`config.mk`:
```
export PLATFORM = sky130hd
export DESIGN_NAME = tpu_instr_sequencer
export DESIGN_NICKNAME = d
export VERILOG_FILES = /design/src/rtl/tpu_instr_sequencer.sv
export SDC_FILE = /design/constraint.sdc
export NUM_CORES = 1
export LEC_CHECK = 0
export BUFFER_PORTS_ARGS = -buffer_cell sky130_fd_sc_hd__buf_2
export CAP_MARGIN = 20
export CELL_PAD_IN_SITES_DETAIL_PLACEMENT = 1
export CELL_PAD_IN_SITES_GLOBAL_PLACEMENT = 1
export CORE_UTILIZATION = 41
export DETAILED_ROUTE_END_ITERATION = 10
export GPL_TIMING_DRIVEN = 1
export PLACE_DENSITY = 0.85
export SYNTH_ARGS = -nofsm -noshare
export SYNTH_HDL_FRONTEND = slang
export SYNTH_SLANG_ARGS = --single-unit
```
`constraint.sdc`:
```
create_clock -name clk -period 3.5 [get_ports clk]
set_clock_uncertainty 0.1 [all_clocks]
set_input_delay 0.7 -clock clk [delete_from_list [all_inputs] [get_ports clk]]
set_output_delay 0.7 -clock clk [all_outputs]
set_load 0.02 [all_outputs]
```
`src/rtl/tpu_instr_sequencer.sv`:
```
// tpu_instr_sequencer
//
// Sits between the TPU instruction queue and the unified-buffer/accumulator
// datapath. It accepts one 80-bit instruction at a time, decodes the opcode,
// and expands data opcodes into `length` per-row commands. Each command
// carries an incrementing unified-buffer address and accumulator address.
//
// Instruction fields: [79:56] buffer_addr, [55:40] acc_addr,
//                     [39:8]  length,      [7:0]   opcode
// Opcodes: 0x00 NOP, 0x01 LOAD_WEIGHTS, 0x02 MATMUL, 0x03 MATMUL_ACC,
//          0xFF HALT, anything else is dropped as illegal.
//
// Ports:
//   clk          rising-edge clock
//   rst_n        asynchronous active-low reset
//   instr_valid  instruction offered
//   instr_ready  sequencer is IDLE and can take an instruction
//   instr        80-bit instruction
//   cmd_valid    datapath command valid (high throughout ISSUE)
//   cmd_ready    datapath accepts command
//   cmd_op       01 LOAD_WEIGHTS, 10 MATMUL, 11 MATMUL_ACC
//   cmd_buf_addr unified-buffer row address (wraps)
//   cmd_acc_addr accumulator row address (wraps)
//   cmd_last     final command of the current instruction
//   busy         high while in ISSUE
//   done         one-cycle pulse when an instruction retires
//   illegal      one-cycle pulse when an unknown opcode is dropped
//   halted       high in HALT; only reset leaves it
//   busy_cycles  saturating count of ISSUE cycles
//
// Build option: define TPU_SEQ_PERF_COUNTER_EN to generate the busy_cycles
// counter; otherwise busy_cycles is tied to zero.

module tpu_instr_sequencer #(
    parameter int unsigned BUF_ADDR_WIDTH = 24,
    parameter int unsigned ACC_ADDR_WIDTH = 16,
    parameter int unsigned LEN_WIDTH      = 32
) (
    input  logic                      clk,
    input  logic                      rst_n,
    input  logic                      instr_valid,
    output logic                      instr_ready,
    input  logic [79:0]               instr,
    output logic                      cmd_valid,
    input  logic                      cmd_ready,
    output logic [1:0]                cmd_op,
    output logic [BUF_ADDR_WIDTH-1:0] cmd_buf_addr,
    output logic [ACC_ADDR_WIDTH-1:0] cmd_acc_addr,
    output logic                      cmd_last,
    output logic                      busy,
    output logic                      done,
    output logic                      illegal,
    output logic                      halted,
    output logic [31:0]               busy_cycles
);

    typedef enum logic [1:0] {
        ST_IDLE  = 2'd0,
        ST_ISSUE = 2'd1,
        ST_HALT  = 2'd2
    } state_t;

    state_t                    r_state;
    state_t                    w_next_state;

    logic [1:0]                r_op;
    logic [BUF_ADDR_WIDTH-1:0] r_buf_addr;
    logic [ACC_ADDR_WIDTH-1:0] r_acc_addr;
    logic [LEN_WIDTH-1:0]      r_rem;
    logic                      r_done;
    logic                      r_illegal;

    logic [7:0]                w_opcode;
    logic [BUF_ADDR_WIDTH-1:0] w_buf_addr;
    logic [ACC_ADDR_WIDTH-1:0] w_acc_addr;
    logic [LEN_WIDTH-1:0]      w_len;
    logic                      w_is_nop;
    logic                      w_is_data;
    logic                      w_is_halt;
    logic                      w_len_zero;
    logic                      w_accept;
    logic                      w_last;
    logic                      w_fire;

    // ------------------------------------------------------------------
    // Instruction field extraction and opcode decode
    // ------------------------------------------------------------------
    always_comb begin
        w_opcode   = instr[7:0];
        w_buf_addr = BUF_ADDR_WIDTH'(instr[79:56]);
        w_acc_addr = ACC_ADDR_WIDTH'(instr[55:40]);
        w_len      = LEN_WIDTH'(instr[39:8]);
        w_is_nop   = (w_opcode == 8'h00);
        w_is_data  = (w_opcode == 8'h01) || (w_opcode == 8'h02) ||
                     (w_opcode == 8'h03);
        w_is_halt  = (w_opcode == 8'hFF);
        w_len_zero = (w_len == '0);
    end

    always_comb begin
        w_accept = instr_valid && (r_state == ST_IDLE);
        w_last   = (r_state == ST_ISSUE) && (r_rem == LEN_WIDTH'(1));
        w_fire   = (r_state == ST_ISSUE) && cmd_ready;
    end

    // ------------------------------------------------------------------
    // FSM: state register
    // ------------------------------------------------------------------
    always_ff @(posedge clk or negedge rst_n) begin
        if (!rst_n) begin
            r_state <= ST_IDLE;
        end else begin
            r_state <= w_next_state;
        end
    end

    // ------------------------------------------------------------------
    // FSM: next-state logic
    // ------------------------------------------------------------------
    always_comb begin
        w_next_state = r_state;
        case (r_state)
            ST_IDLE: begin
                if (w_accept) begin
                    if (w_is_halt) begin
                        w_next_state = ST_HALT;
                    end else if (w_is_data && !w_len_zero) begin
                        w_next_state = ST_ISSUE;
                    end
                end
            end
            ST_ISSUE: begin
                if (w_fire && w_last) begin
                    w_next_state = ST_IDLE;
                end
            end
            ST_HALT: begin
                w_next_state = ST_HALT;
            end
            default: begin
                w_next_state = ST_IDLE;
            end
        endcase
    end

    // ------------------------------------------------------------------
    // FSM: outputs. Command fields are forced to zero outside ISSUE so the
    // datapath never sees stale addresses between instructions.
    // ------------------------------------------------------------------
    always_comb begin
        instr_ready  = 1'b0;
        busy         = 1'b0;
        halted       = 1'b0;
        cmd_valid    = 1'b0;
        cmd_op       = '0;
        cmd_buf_addr = '0;
        cmd_acc_addr = '0;
        cmd_last     = 1'b0;
        case (r_state)
            ST_IDLE: begin
                instr_ready = 1'b1;
            end
            ST_ISSUE: begin
                busy         = 1'b1;
                cmd_valid    = 1'b1;
                cmd_op       = r_op;
                cmd_buf_addr = r_buf_addr;
                cmd_acc_addr = r_acc_addr;
                cmd_last     = w_last;
            end
            ST_HALT: begin
                halted = 1'b1;
            end
            default: begin
                instr_ready = 1'b0;
            end
        endcase
    end

    // ------------------------------------------------------------------
    // Instruction latch, address/remaining-count stepping, status pulses
    // ------------------------------------------------------------------
    always_ff @(posedge clk or negedge rst_n) begin
        if (!rst_n) begin
            r_op       <= '0;
            r_buf_addr <= '0;
            r_acc_addr <= '0;
            r_rem      <= '0;
            r_done     <= 1'b0;
            r_illegal  <= 1'b0;
        end else begin
            r_done    <= 1'b0;
            r_illegal <= 1'b0;

            if (w_accept) begin
                // NOP and zero-length data opcodes retire without issuing.
                if (w_is_nop || (w_is_data && w_len_zero)) begin
                    r_done <= 1'b1;
                end
                if (!w_is_nop && !w_is_data && !w_is_halt) begin
                    r_illegal <= 1'b1;
                end
                if (w_is_data && !w_len_zero) begin
                    // Data opcodes 0x01..0x03 map directly onto cmd_op.
                    r_op       <= w_opcode[1:0];
                    r_buf_addr <= w_buf_addr;
                    r_acc_addr <= w_acc_addr;
                    r_rem      <= w_len;
                end
            end

            if (w_fire) begin
                // Natural modulo-2^width wrap on both addresses.
                r_buf_addr <= r_buf_addr + BUF_ADDR_WIDTH'(1);
                r_acc_addr <= r_acc_addr + ACC_ADDR_WIDTH'(1);
                r_rem      <= r_rem - LEN_WIDTH'(1);
                if (w_last) begin
                    r_done <= 1'b1;
                end
            end
        end
    end

    assign done    = r_done;
    assign illegal = r_illegal;

    // ------------------------------------------------------------------
    // Optional performance counter: cycles spent in ISSUE, stalls included
    // ------------------------------------------------------------------
`ifdef TPU_SEQ_PERF_COUNTER_EN
    logic [31:0] r_busy_cycles;

    always_ff @(posedge clk or negedge rst_n) begin
        if (!rst_n) begin
            r_busy_cycles <= '0;
        end else if ((r_state == ST_ISSUE) && (r_busy_cycles != '1)) begin
            r_busy_cycles <= r_busy_cycles + 32'd1;
        end
    end

    assign busy_cycles = r_busy_cycles;
`else
    assign busy_cycles = '0;
`endif

endmodule

```
==> impl_metrics.json <==
{
  "status": "complete, no violations",
  "ios": 165,
  "cts_root_buffer": "clkbuf_16",
  "vias_per_cell": 5.80,
  "slew_headroom_pct": 46.1,
  "seqCellArea_um2": 1950,
  "ant_nets": 0,
  "cts-resized-gates": 0,
  "cts_buffers": 9,
  "grt_use_total_pct": 26.2,
  "final-hold-violation-count": 0,
  "final_cells": 896,
  "hold_class": "in2async",
  "wirelength_um": 16300,
  "synth_top_area_cell": "dfrtp_1",
  "synth.area.top_cells": "dfrtp_1, and2_1, buf_4, nor2_1, nor3_1",
  "htreeDepth": 3,
  "dp_slack_ns": 0.589,
  "synth_async_sr_flop_share_pct": 100,
  "r2r_cells": 8,
  "path_clk_slew_ns": 0.06,
  "syn_area_um2": 5150,
  "rrSetupSlack_ns": 0.79,
  "period_share_pct": 89.8,
  "start_util_pct": 42.5,
  "areaGrowthSynthToFinish_pct": 20.2,
  "critical_path_class": "reg2out",
  "wl_per_cell_um": 18.2,
  "setup_tns_ns": 0,
  "yosysWarnings": 0,
  "worstMarginPinSlew_ns": 0.803,
  "hold_buffers": 0,
  "placed_cells": 879,
  "grt_pass1_wl_um": 26600,
  "first_global_vias": 5257,
  "worstPathRequired_ns": 2.70,
  "die_h_um": 114,
  "critPathLaunchType": "register",
  "crit_arrival_ns": 2.34,
  "ys_seq_elements": 78,
  "clkSinkCount": 78,
  "cts_tree": "built",
  "irDropWorstVdd_mv": 0.292,
  "die_x_um": 114,
  "seq_area_frac_synth_pct": 37.9,
  "final_nets": 811,
  "r2r_end": "r_rem[22]",
  "drv_slew": 0,
  "firstDrtPassIters": 5,
  "setup.worst_path.end_class": "output port",
  "crit-reg2reg-launch": "r_rem[0]",
  "coreArea_um2": 12100,
  "rsz0062_at_grt": "false",
  "die_area_um2": 13000,
  "post_cts_buffers": 0,
  "hpwl_um": 11700,
  "overflow": 0,
  "fmax_mhz": 318,
  "crit_fanout": 4,
  "drc": 0,
  "clockBufferDepth": 2,
  "p_leak_nw": 2.81,
  "p_per_area_nw_per_um2": 588,
  "synthesis.instances": 605,
  "report.final.setup_viol": 0,
  "antenna_found_initial": 0,
  "period_minus_slack_ns": 3.14,
  "multi_input_area_um2": 2870,
  "clk_latency_ns": 0.35,
  "port_buffers": 132,
  "diodes": 0,
  "fin_ws_ns": 0.356,
  "syn_avg_cell_area_um2": 8.51,
  "detailed_place.area_um2": 5840,
  "final_area_um2": 6180,
  "drtIter0Drc": 315,
  "gp_congestion": 0.843,
  "grt_max_degree": 79,
  "synth_cell_types": 68,
  "synth_edf_count": 0,
  "n_fill_cell": 1533,
  "ys.flop_type": "dfrtp_1",
  "drive_gt1_share_pct": 23.8,
  "drv_cap": 0,
  "yosysTopAreaCellShare_pct": 37.9,
  "hold_ws_ns": 0.150,
  "std_cell_rows": 40,
  "vias": 5201
}
## power by group
group / internal [mW] / switching (mW) / total, mW
combinational: 0.440 / 0.624 / 1.06
sequential: 1.16 / 0.375 / 1.54
clock: 0.643 / 0.392 / 1.04
total: 2.24 / 1.39 / 3.63
## kinds of logic (layout without fill, tap and decap cells)
family | after synthesis | in the layout | synth area share, %
flip-flops | 78 | 78 | 37.9
multiplexers | 6 | 6 | 1.17
AND/OR/NAND/NOR | 303 | 303 | 31.9
XOR/XNOR | 1 | 1 | 0.170
AO/OA/AOI/OAI | 130 | 130 | 18.9
adder cells (fa/ha/maj) | 4 | 4 | 0.973
buffers and inverters | 82 | 174 | 8.87
other | 1 | 32 | 0.0729
## worst max-delay path, stage by stage, from the launching register on
cell and delay, ns:
dfrtp_1 0.40, or3_1 0.44, or4_1 0.53, nor4_2 0.39
buf_2 0.24
## metrics by stage
stage / total power [mW] / utilization, %
finish: 3.63 / 51.1
global route: 3.85 / 51.1
CTS: 3.63 / 50.8
detailed placement: 2.59 / 48.2
global placement: 2.50 / 48.2
floorplan: 2.21 / -
## final cells by class
| type | instances | share of cell area, % |
|---|---|---|
| clock buffers | 12 | 3.99 |
| clock inverters | 4 | 1.13 |
| inverters | 15 | 0.911 |
| multi-input cells | 476 | 46.4 |
| flip-flops and latches | 78 | 31.6 |
| well taps | 168 | 3.40 |
| repair buffers | 143 | 12.6 |
## metal layers
layer | wire, um | GRT usage (%) | part of all wire (%) | vias to the layer above
met2 | 8010 | 44.9 | 49 | 173
met3 | 845 | 4.36 | 5.2 | 27
met1 | 7170 | 33.1 | 44 | 2578
met5 | 0 | 0 | 0 | -
met4 | 287 | 9.87 | 1.8 | 0
li1 | - | - | - | 2423
## cells in the final DEF, fill, tap and decap left out, types with 21 or more instances in the layout
cell / synthesis / final
and2_1: 45 / 45
nor2_1: 55 / 55
buf_2: 5 / 131
conb_1: 1 / 32
dfrtp_1: 78 / 78
nor3_1: 38 / 38
a21oi_1: 21 / 21
nand3_1: 26 / 26
nand2_1: 49 / 49
## worst max-delay path by stage
stage	from	endpoint	slack, ns	cells after the start
final	r_rem[28]	cmd_last	0.36	4
after global routing	r_rem[28]	cmd_last	0.25	4
after CTS	r_rem[28]	cmd_last	0.35	4
after detailed placement	instr[4]	r_rem[22]	0.59	7
after global placement	instr[4]	r_rem[20]	0.67	7
after floorplan	r_rem[28]	cmd_last	0.90	3
## sequential cells by signal (all words and copies together) (netlist names)
signal      count
r_op            2
r_state         2
r_acc_addr     16
done            1
r_buf_addr     24
r_rem          32
illegal         1
## cell usage after synthesis, types with 12 or more instances
library cell and count:
inv_1 15, a21oi_1 21, clkbuf_1 25, dfrtp_1 78
nand2_1 49, a211oi_1 20, nor4_1 20, nor2_1 55
nor3_1 38, nand3_1 26, nand4_1 16, and2_1 45
o211ai_1 12, buf_4 34
Power figures use the tool's default switching activity.
